`config.mk`:
```
export PLATFORM = sky130hd
export DESIGN_NAME = wb_timer
export DESIGN_NICKNAME = d
export VERILOG_FILES = /design/src/rtl/wb_timer.sv
export SDC_FILE = /design/constraint.sdc
export NUM_CORES = 1
export LEC_CHECK = 0
export ABC_AREA = 1
export BUFFER_PORTS_ARGS = -buffer_cell sky130_fd_sc_hd__buf_2
export CORE_MARGIN = 4
export CORE_UTILIZATION = 60
export CTS_CLUSTER_DIAMETER = 80
export DETAILED_ROUTE_END_ITERATION = 12
export GPL_ROUTABILITY_DRIVEN = 0
export HOLD_SLACK_MARGIN = 0.1
export PLACE_DENSITY = 0.79
export SETUP_SLACK_MARGIN = 0.02
export SYNTH_ARGS = -nofsm -noshare
export SYNTH_HDL_FRONTEND = slang
export SYNTH_SLANG_ARGS = --single-unit
```
`constraint.sdc`:
```
create_clock -name wb_clk_i -period 3.58 [get_ports wb_clk_i]
set_clock_uncertainty 0.05 [all_clocks]
set_input_delay 0.179 -clock wb_clk_i [delete_from_list [all_inputs] [get_ports wb_clk_i]]
set_output_delay 0.179 -clock wb_clk_i [all_outputs]
set_load 0.02 [all_outputs]
```
`src/rtl/wb_timer.sv`:
```
// wb_timer: Wishbone B3 classic down-counting interval timer with prescaler, auto-reload and interrupt.
// Optional WB_TIMER_ERR_EN: offsets 5-7 are answered with wb_err_o instead of wb_ack_o.
module wb_timer #(
  parameter int CNT_W = 32,
  parameter int PRE_W = 16
) (
  input  logic        wb_clk_i,
  input  logic        wb_rst_i,
  input  logic [4:0]  wb_adr_i,
  input  logic [31:0] wb_dat_i,
  input  logic [3:0]  wb_sel_i,
  input  logic        wb_we_i,
  input  logic        wb_cyc_i,
  input  logic        wb_stb_i,
  output logic [31:0] wb_dat_o,
  output logic        wb_ack_o,
  output logic        wb_err_o,
  output logic        int_o
);
  logic ack_q, ack_d, err_q, err_d;
  logic [31:0] dat_q, dat_d;
  logic en_q, en_d, ar_q, ar_d, ie_q, ie_d, exp_q, exp_d;
  logic [PRE_W-1:0] pre_q, pre_d, pcnt_q, pcnt_d;
  logic [CNT_W-1:0] load_q, load_d, cnt_q, cnt_d;
  logic req, hit, wr, tick, expire;
  logic [2:0] sel;
  logic [31:0] rdata;
  logic unused_in;
  assign unused_in = ^{wb_sel_i, wb_adr_i[1:0], wb_dat_i};
  always_comb begin
    sel = wb_adr_i[4:2];
    req = wb_cyc_i & wb_stb_i & ~ack_q & ~err_q;
`ifdef WB_TIMER_ERR_EN
    hit = req & (sel <= 3'd4);
    err_d = req & (sel > 3'd4);
`else
    hit = req;
    err_d = 1'b0;
`endif
    ack_d = hit;
    wr = hit & wb_we_i;
    tick = en_q & (pcnt_q == pre_q);
    expire = tick & (cnt_q == '0);
    rdata = sel == 3'd0 ? {29'b0, ie_q, ar_q, en_q} :
            sel == 3'd1 ? 32'(pre_q) :
            sel == 3'd2 ? 32'(load_q) :
            sel == 3'd3 ? 32'(cnt_q) :
            sel == 3'd4 ? {31'b0, exp_q} : 32'b0;
    dat_d = (hit & ~wb_we_i) ? rdata : 32'b0;
    // software write to CTRL wins over the one-shot hardware EN clear
    en_d = (wr && sel == 3'd0) ? wb_dat_i[0] : (expire & ~ar_q) ? 1'b0 : en_q;
    ar_d = (wr && sel == 3'd0) ? wb_dat_i[1] : ar_q;
    ie_d = (wr && sel == 3'd0) ? wb_dat_i[2] : ie_q;
    pre_d = (wr && sel == 3'd1) ? wb_dat_i[PRE_W-1:0] : pre_q;
    load_d = (wr && sel == 3'd2) ? wb_dat_i[CNT_W-1:0] : load_q;
    cnt_d = (wr && sel == 3'd3) ? wb_dat_i[CNT_W-1:0] :
            !tick ? cnt_q :
            (cnt_q != '0) ? cnt_q - CNT_W'(1) :
            ar_q ? load_q : cnt_q;
    exp_d = expire | (exp_q & ~(wr && sel == 3'd4 && wb_dat_i[0]));
    // a disabled timer holds pcnt at 0, so enabling always restarts the prescaler
    pcnt_d = (~en_q | tick | (wr && sel == 3'd1)) ? '0 : pcnt_q + PRE_W'(1);
  end
  always_ff @(posedge wb_clk_i) begin
    if (wb_rst_i) begin
      ack_q <= 1'b0;
      err_q <= 1'b0;
      dat_q <= '0;
      en_q <= 1'b0;
      ar_q <= 1'b0;
      ie_q <= 1'b0;
      exp_q <= 1'b0;
      pre_q <= '0;
      pcnt_q <= '0;
      load_q <= '0;
      cnt_q <= '0;
    end else begin
      ack_q <= ack_d;
      err_q <= err_d;
      dat_q <= dat_d;
      en_q <= en_d;
      ar_q <= ar_d;
      ie_q <= ie_d;
      exp_q <= exp_d;
      pre_q <= pre_d;
      pcnt_q <= pcnt_d;
      load_q <= load_d;
      cnt_q <= cnt_d;
    end
  end
  assign wb_dat_o = dat_q;
  assign wb_ack_o = ack_q;
  assign wb_err_o = err_q;
  assign int_o = exp_q & ie_q;
endmodule
```
Word level (Yosys, flattened, before mapping)
Index checks and enable logic that the tools add are counted.
Storage, ports and cells
  output and inout bits: 35
  input port bits: 46
  logic and storage cells: 65
  register bits after elaboration: 133
Operators by class
  add/subtract/negate cells: 2
  multiplexer cells: 11
  eq/ne operators: 5
  bitwise logic cells: 18
  reductions and logical operators: 17
Operators by type and width (count)
  $mux 32: 6
  $logic_not 32->1: 1
  $reduce_bool 32->1: 1
  $sub 32x1->32 const B: 1
  $add 16x1->16 const B: 1
  $eq 16x16->1: 1
  $mux 16: 1
  $and 1x1->1: 9
  $eq 3x2->1 const B: 2
  $logic_and 1x1->1: 6
  $not 1->1: 6
  $reduce_bool 2->1: 2
  $reduce_or 2->1: 2
  $reduce_or 4->1: 1
  $eq 3x1->1 const B: 1
  $eq 3x3->1 const B: 1
  $logic_not 3->1: 1
  $mux 1: 3
  $mux 3: 1
  $or 1x1->1: 3
  $reduce_bool 3->1: 1
  $reduce_or 3->1: 1
  $reduce_and 2->1: 1

Logic depth before layout (Yosys ltp)
Gate-level depths: netlist (run 1).
  word-level depth: 8
  depth in mapped cells: 13

Least setup slack after synthesis (run 1)
No wires, ideal clock.
  path type: reg-to-reg
  start: register cnt_q[0]
  end: register cnt_q[5]
  slack: 1887 ps
  library setup time: 132 ps
  arrival: 1511 ps
  buffers on the path: 1
  cell stages (with the launch flop): 13
  period minus slack after synthesis: 1693 ps
  cells stage by stage: dfxtp_1 > inv_1 > ha_1 > nand2_1 > nor2_1 > nand3_1 > nor2_4 > nand2_2 > nand3_2 > nand2_2 > buf_4 > nand2_1 > a21oi_2
On the way
  longest elaborated chain between the ends: 4
Ends and longest elaborated chain
  start, declared: RTL line 24  | logic [CNT_W-1:0] load_q, load_d, cnt_q, cnt_d;
  start signal, assigned: RTL line 88  | cnt_q <= cnt_d;
  $sub 32x1->32 or $reduce_bool 32->1 (tied branches): RTL line 58  | (cnt_q != '0) ? cnt_q - CNT_W'(1) :
  $mux 32: RTL line 58
  $mux 32: RTL line 57  | !tick ? cnt_q :
  $mux 32: RTL line 56  | cnt_d = (wr && sel == 3'd3) ? wb_dat_i[CNT_W-1:0] :
Parallel ways exist; a longest one is shown, timed or not. The select of a mux whose other input is x is not followed.
A chain may end at the register's enable or synchronous reset.

Worst setup path in the final report (run 1)
  start: input wb_stb_i
  end: register load_q[12]
On the way
  longest elaborated chain between the ends: 4
Ends and longest elaborated chain
  start, declared: RTL line 14  | input logic wb_stb_i,
  $and 1x1->1 (2 in series): RTL line 32  | req = wb_cyc_i & wb_stb_i & ~ack_q & ~err_q;
  $and 1x1->1: RTL line 41  | wr = hit & wb_we_i;
  $logic_and 1x1->1: RTL line 55  | load_d = (wr && sel == 3'd2) ? wb_dat_i[CNT_W-1:0] : load_q;
  end signal, assigned: RTL line 87  | load_q <= load_d;
  end, declared: RTL line 24
No other way between the ends.

==> impl_results.md, run 1 <==
* Hpwl dp at around 13000 um
* Post-synthesis simple-gate area fraction at 0.333
* CTS H-Tree Depth at 4
* Tot GR Track Use at 0.292
* DRT Pass-1 Iters at 8
* Synth top area share at 0.378
* Run status: finished clean
* Worst-path clk slew at 0.06 ns
* Pwr Density at 422 nW/um^2
* Num Clock Sinks at 133
* Global-route wire length before repair at 31300 um
* Setup TNS at 0 ns
* I/O Buffers at 73
* Critical path fanouts, max at 57
* ANT cells at 0
* CP arrival at approximately 3 ns
* CP bufs+invs at 4
* Syn Inst Count at 1084
* Post-DR vias/cell at about 5.4
* DRT iter0 DRCs at around 700
* Final Hold Viols at 0
* Cell variety after synth at 33
* Die area at 13500 um^2
* Post-Syn Nets at between 1k and 1.5k
* VDD IR max at 448 uV
* Relative slew margins at 0.430
* Root Buffer: clkbuf_16
* DR WL/cell at 14.3 um
* Final #Nets at roughly 1.2k
* Sequential-to-total area share from yosys stat at 0.378
* Synth Area in XOR/XNOR at 0.0286
* CP max stage delay at 0.56 ns
* P_leak at ~3.8 nW
* Crit Path Category: in2reg
* Die Ht at 116 um
* Unrepaired setup endpoints after global routing: no
* CTS Buf Count at 17
* #FFs+latches synth at 133
* Worst-margin pin slew at 0.855 ns
* Vias in the first global route at 6520
* Share of post-route cells with drive strength above 1 at 0.125
* Ys Warns at 0
* Critical path's top delay family: buffers and inverters
* CTS tree: yes
* Min cycle time layout at 2.75 ns
* Antenna violations before repair at 0
* Rows at 39
* Post-Syn Area at 7040 um^2
* FFs w/ async S/R, synth at 0
* Die Wd at between 100 and 150 um
* Slowest stage cell, crit path: dlygate4sd3_1
* Fmax at 363 MHz
* Largest family of logic cells by synthesized area: simple AND/OR/NAND/NOR gates
* Core Region at 11500 um^2
* DR vias at 7168
* Maxcap violations at 0
* Adder-Cell Fraction of Synth Area at 0.00533
* Post-synth top flop: dfxtp_1
* Post-DRT Antenna Nets at 0
* Largest net degree at the start of global routing at 58
* Starting density of the core at 0.614
* Crit. End Element: register
* Startpoint types: input pin
* Compound-Gate Fraction of Synth Area at 0.159
* GRT Residual Overflow at 0
* Drt drc at 0
* Clk Latency, worst-skew pair at around 0.43 ns
* Final setup vio count at 0
* Fin crit share at 0.769
* Final WL at 19100 um
* WP data required at between 3 and 4 ns
* Ranking of synthesized cells by area: dfxtp_1 38%, nand2_1 14%, nor2_1 8.6%, a21oi_1 7.5%, nand3_1 5.8%
* Worst min path class: in2reg
* Ports at 81
* P&R area growth vs syn at 18.5%
* Filler cell count at 951
* Yosys top cell by area: dfxtp_1
* Layout Utilization at 0.728
* Most frequent cells after synthesis: 258 x nand2_1, 161 x nor2_1, 133 x dfxtp_1
* Slew Limit Fails at 0
* Post-synthesis mux area share at 0
* Post-CTS Resized at 0
* CTS Buffer Depth at 2
* Post-synth EDFFs at 0
* Syn Area/Cell at 6.49 um^2
* Worst path cell trace: dlygate4sd3_1, buf_2, nand2_1, dlygate4sd3_1, nor2_1, nand2_1, nor2_2, inv_2, o21ai_0, a21oi_1
* Top-count cell post-synth: nand2_1
==> metrics by stage <==
step / cells / area (um^2) / hold WS, ns / setup WS (ns) / total power (W)
after detailed placement: 1260 / 7410 / 0.404 / 1.06 / 0.00182
after global routing: 1328 / 8340 / 0.178 / 0.685 / 0.00363
after global placement: 1260 / 7410 / 0.396 / 1.10 / 0.00182
after floorplan: 1084 / 7040 / 0.264 / 1.89 / 0.00174
after CTS: 1328 / 8340 / 0.136 / 0.900 / 0.00352
final: 1328 / 8340 / 0.145 / 0.826 / 0.00352
==> sequential cells by signal, summed over array words and instances (netlist names) <==
name,cells
pcnt_q,16
wb_ack_o,1
ie_q,1
cnt_q,32
load_q,32
exp_q,1
wb_dat_o,32
pre_q,16
ar_q,1
en_q,1
==> logic make-up (layout without fill, tap and decap cells) <==
kind of cell | after synthesis | after routing
AO/OA/AOI/OAI | 208 | 208
XOR/XNOR | 23 | 23
adder cells (fa/ha/maj) | 3 | 3
AND/OR/NAND/NOR | 554 | 554
flip-flops | 133 | 133
buffers and inverters | 162 | 263
other | 1 | 1
==> metal layers <==
metal / up-vias / share of wire / GRT usage / wire, um
met5: - / 0 / 0 / 0
met4: 0 / 0.019 / 0.0974 / 370
met3: 37 / 0.059 / 0.0601 / 1130
met2: 237 / 0.49 / 0.498 / 9350
met1: 3220 / 0.43 / 0.368 / 8210
li1: 3674 / - / - / -
==> report_power, final <==
group	switching (W)	internal [W]
combinational	0.000206	0.000122
clock	0.000673	0.00102
sequential	0.00000713	0.00149
==> repair_timing <==
| action | 4_1_cts | 5_1_grt |
|---|---|---|
| endpoints found under the hold margin | 83 | 0 |
| buffers inserted | 0 | 0 |
| hold buffers | 36 | 0 |
| setup endpoints to repair | 0 | 0 |
==> worst paths after layout <==
kind                         start                       to  slack [ns]  depth (start not counted)
max                       wb_stb_i  load_q[12]$_SDFFE_PP0P_        0.83                         10
min                    wb_adr_i[4]         exp_q$_SDFF_PP0_        0.14                          4
max reg2reg  cnt_q[0]$_SDFFE_PP0P_    cnt_q[5]$_SDFFE_PP0P_        0.94                         12
min reg2reg      ar_q$_SDFFE_PP0P_   wb_dat_o[1]$_SDFF_PP0_        0.42                          2
==> cells in the final DEF (no fill, tap or decap), drive strengths merged, types with 8 or more instances in the layout <==
cell type,Yosys,final
o22ai,9,9
o21ai,68,68
clkbuf,27,20
nand2,263,263
dfxtp,133,133
a21oi,108,108
inv,111,112
buf,24,84
xor2,8,8
nor2,179,179
a22oi,19,19
dlygate4sd3,0,36
nand3,83,83
xnor2,15,15
nand4,11,11
==> final cells by class <==
| class | instances | area, um^2 | share of cell area |
|---|---|---|---|
| Inverter | 111 | 417 | 0.0499 |
| Timing Repair Buffer | 120 | 808 | 0.0969 |
| Sequential cell | 133 | 2660 | 0.319 |
| Multi-Input combinational cell | 789 | 3710 | 0.445 |
| Clock inverter | 12 | 131 | 0.0157 |
| Tap cell | 143 | 179 | 0.0214 |
| Clock buffer | 20 | 437 | 0.0523 |
==> worst min-delay path, delay by kind of cell <==
kind                   cells  cell delay (ns)
AO/OA/AOI/OAI              2             0.21
buffers and inverters      1             0.13
AND/OR/NAND/NOR            1             0.08
No activity file was read; power rests on OpenSTA's default activity.
==> inputs of run 2 (changes only) <==
--- a/config.mk
+++ b/config.mk
@@ -8,12 +8,12 @@
 export ABC_AREA = 1
 export BUFFER_PORTS_ARGS = -buffer_cell sky130_fd_sc_hd__buf_2
 export CORE_MARGIN = 4
-export CORE_UTILIZATION = 60
+export CORE_UTILIZATION = 59
 export CTS_CLUSTER_DIAMETER = 80
 export DETAILED_ROUTE_END_ITERATION = 12
 export GPL_ROUTABILITY_DRIVEN = 0
 export HOLD_SLACK_MARGIN = 0.1
-export PLACE_DENSITY = 0.79
+export PLACE_DENSITY = 0.77
 export SETUP_SLACK_MARGIN = 0.02
 export SYNTH_ARGS = -nofsm -noshare
 export SYNTH_HDL_FRONTEND = slang
==> constraint.sdc (replaced) <==
create_clock -name wb_clk_i -period 2.78 [get_ports wb_clk_i]
set_clock_uncertainty 0.05 [all_clocks]
set_input_delay 0.139 -clock wb_clk_i [delete_from_list [all_inputs] [get_ports wb_clk_i]]
set_output_delay 0.139 -clock wb_clk_i [all_outputs]
set_load 0.02 [all_outputs]
==> run 2 against run 1 <==
  * Wire length is 1.6% higher
  * Die area rose by 1.6%
  * Sequential power is 29% higher
  * Non-clock buffer count up 5
  * Cell count grew 0.23%
  * Sequential cell count did not move
  * First-iteration DRC count is 7.7% lower
  * Sequential share of layout area is 0.18 points lower
  * Critical path depth grew 4
  * Setup slack worse by 0.66 ns
  * Clock power is 29% higher
  * Critical path type unchanged
  * Critical endpoint is now cnt_q[10]$_SDFFE_PP0P_
==> impl_results.md, run 2 (same netlist as run 1, synthesis figures left out) <==
* Run status: finished clean
* Pwr Density at 542 nW/um^2 (+28%)
* Core Region at 11600 um^2 (+0.85%)
* Crit. End Element: register
* Tot GR Track Use at 0.295 (+0.00372)
* Met2 Wirelength at 9450 um (+1.1%)
* P&R area growth vs syn at 19.2%
* Root Buffer: clkbuf_16
* Hpwl dp at 13200 um (+2.3%)
* Die area at 13700 um^2 (+1.6%)
* Worst min path class: in2reg
* Relative slew margins at 0.552 (+0.122)
* Rows at 39 (unchanged)
* DR WL/cell at 14.5 um (+1.4%)
* Metal3 WL at 1170 um (+4.0%)
* Critical path fanouts, max at 33 (-42%)
* Startpoint types: input pin
* Drt drc at 0 (unchanged)
* WP data required at 3.06 ns (-0.75 ns)
* Ports at 81 (unchanged)
* Post-Place Cell Area at 7440 um^2 (+0.41%)
* ANT cells at 0 (unchanged)
* CTS Buf Count at 17 (unchanged)
* Layout Utilization at 0.725 (-0.00214)
* Uppermost layer routed: met4
* Worst-path clk slew at 0.06 ns (about the same)
* Slew Limit Fails at 0 (unchanged)
* CTS H-Tree Depth at 4 (unchanged)
* P_leak at 3.80 nW (+0.83%)
* Final Hold Viols at 0 (unchanged)
* Worst-margin pin slew at 0.667 ns (-0.188 ns)
* DR vias at 7283 (+1.6%)
* Final setup vio count at 0 (unchanged)
* Global-route wire length before repair at 32200 um (+2.7%)
* Min cycle time layout at 2.62 ns
* Crit Path Category: in2reg
* Final #Nets at 1226 (+0.41%)
* CTS Buffer Depth at 2 (unchanged)
* Power, Total at 0.00455 W (+29%)
* Post-route cell area at 8390 um^2 (+0.55%)
* Starting density of the core at 0.609 (-0.00518)
* Largest net degree at the start of global routing at 58 (unchanged)
* Share of post-route cells with drive strength above 1 at 0.126 (+0.00137)
* Final WL at 19400 um (+1.6%)
* Vias in the first global route at 6738 (+3.3%)
* Commonest non-fill, non-tap cell in the layout: nand2_1
* Unrepaired setup endpoints after global routing: no
* DRT Pass-1 Iters at 5 (-3)
* Most frequent cells in the layout: 258 x nand2_1, 161 x nor2_1, 133 x dfxtp_1
* Setup TNS at 0 ns (unchanged)
* CP arrival at 2.90 ns (-0.09 ns)
* I/O Buffers at 73 (unchanged)
* Post-DRT Antenna Nets at 0 (unchanged)
* DRT iter0 DRCs at 645 (-7.7%)
* Die Wd at 117 um (+0.79%)
* Num Clock Sinks at 133 (unchanged)
* Fin crit share at 0.941
* Antenna violations before repair at 0 (unchanged)
* Clk Latency, worst-skew pair at 0.43 ns (about the same)
* Maxcap violations at 0 (unchanged)
* Post-DR vias/cell at 5.47 (+1.4%)
* GRT Residual Overflow at 0 (unchanged)
* Die Ht at 117 um (+0.79%)
* Fmax at roughly 380 MHz
* WL met1 at 8210 um (about the same)
* CTS tree: yes
* VDD IR max at 435 uV (-2.9%)
[run 2: final timing paths]
path / slack [ns] / cells after the start / from / end
max: 0.16 / 14 / wb_stb_i / cnt_q[10]$_SDFFE_PP0P_
min: 0.11 / 4 / wb_adr_i[4] / exp_q$_SDFF_PP0_
max reg2reg: 0.61 / 12 / cnt_q[0]$_SDFFE_PP0P_ / cnt_q[13]$_SDFFE_PP0P_
min reg2reg: 0.42 / 2 / load_q[16]$_SDFFE_PP0P_ / load_q[16]$_SDFFE_PP0P_
[run 2: layer usage]
metal | vias to the layer above | global-route usage
met1 | 3272 | 0.367
met5 | - | 0
met4 | 0 | 0.119
li1 | 3677 | -
met3 | 48 | 0.0632
met2 | 286 | 0.498
[run 2: worst max-delay path, cell delays in order]
cell and delay [ns]:
dlygate4sd3_1 0.53, buf_2 0.12, nand2_1 0.04, dlygate4sd3_1 0.55, nor2_1 0.05, nand2_1 0.26, nor2_4 0.07, inv_2 0.30
buf_4 0.41, o21ai_0 0.14, inv_1 0.07, nand2_1 0.05, nor2_1 0.10, nor2_1 0.04
[run 2: final cells by class]
type / instances / area [um^2]
fillers: 971 / 3180
clock inverters: 8 / 103
well taps: 143 / 179
inverters: 111 / 419
multi-input cells: 789 / 3710
clock buffers: 22 / 464
flip-flops and latches: 133 / 2660
repair buffers: 125 / 848
[run 2: where the power goes]
part | internal (W) | total, W | switching, W
sequential | 0.00192 | 0.00193 | 0.00000910
clock | 0.00135 | 0.00218 | 0.000828
combinational | 0.000164 | 0.000436 | 0.000273
total | 0.00344 | 0.00455 | 0.00111
[run 2: repair_timing]
| action | 4_1_cts | 5_1_grt |
|---|---|---|
| setup endpoints to repair | 0 | 29 |
| resized for setup | 0 | 3 |
| hold buffers | 37 | 0 |
| endpoints found under the hold margin | 87 | 0 |
| setup buffers | 0 | 0 |
[run 2: per-stage QoR]
| stage | setup slack (ns) | hold slack [ns] | cells |
|---|---|---|---|
| floorplan | 1.09 | 0.224 | 1084 |
| global placement | 0.633 | 0.358 | 1264 |
| detailed placement | 0.619 | 0.367 | 1264 |
| CTS | 0.0852 | 0.101 | 1331 |
| global route | 0.0264 | 0.157 | 1331 |
| finish | 0.165 | 0.114 | 1331 |
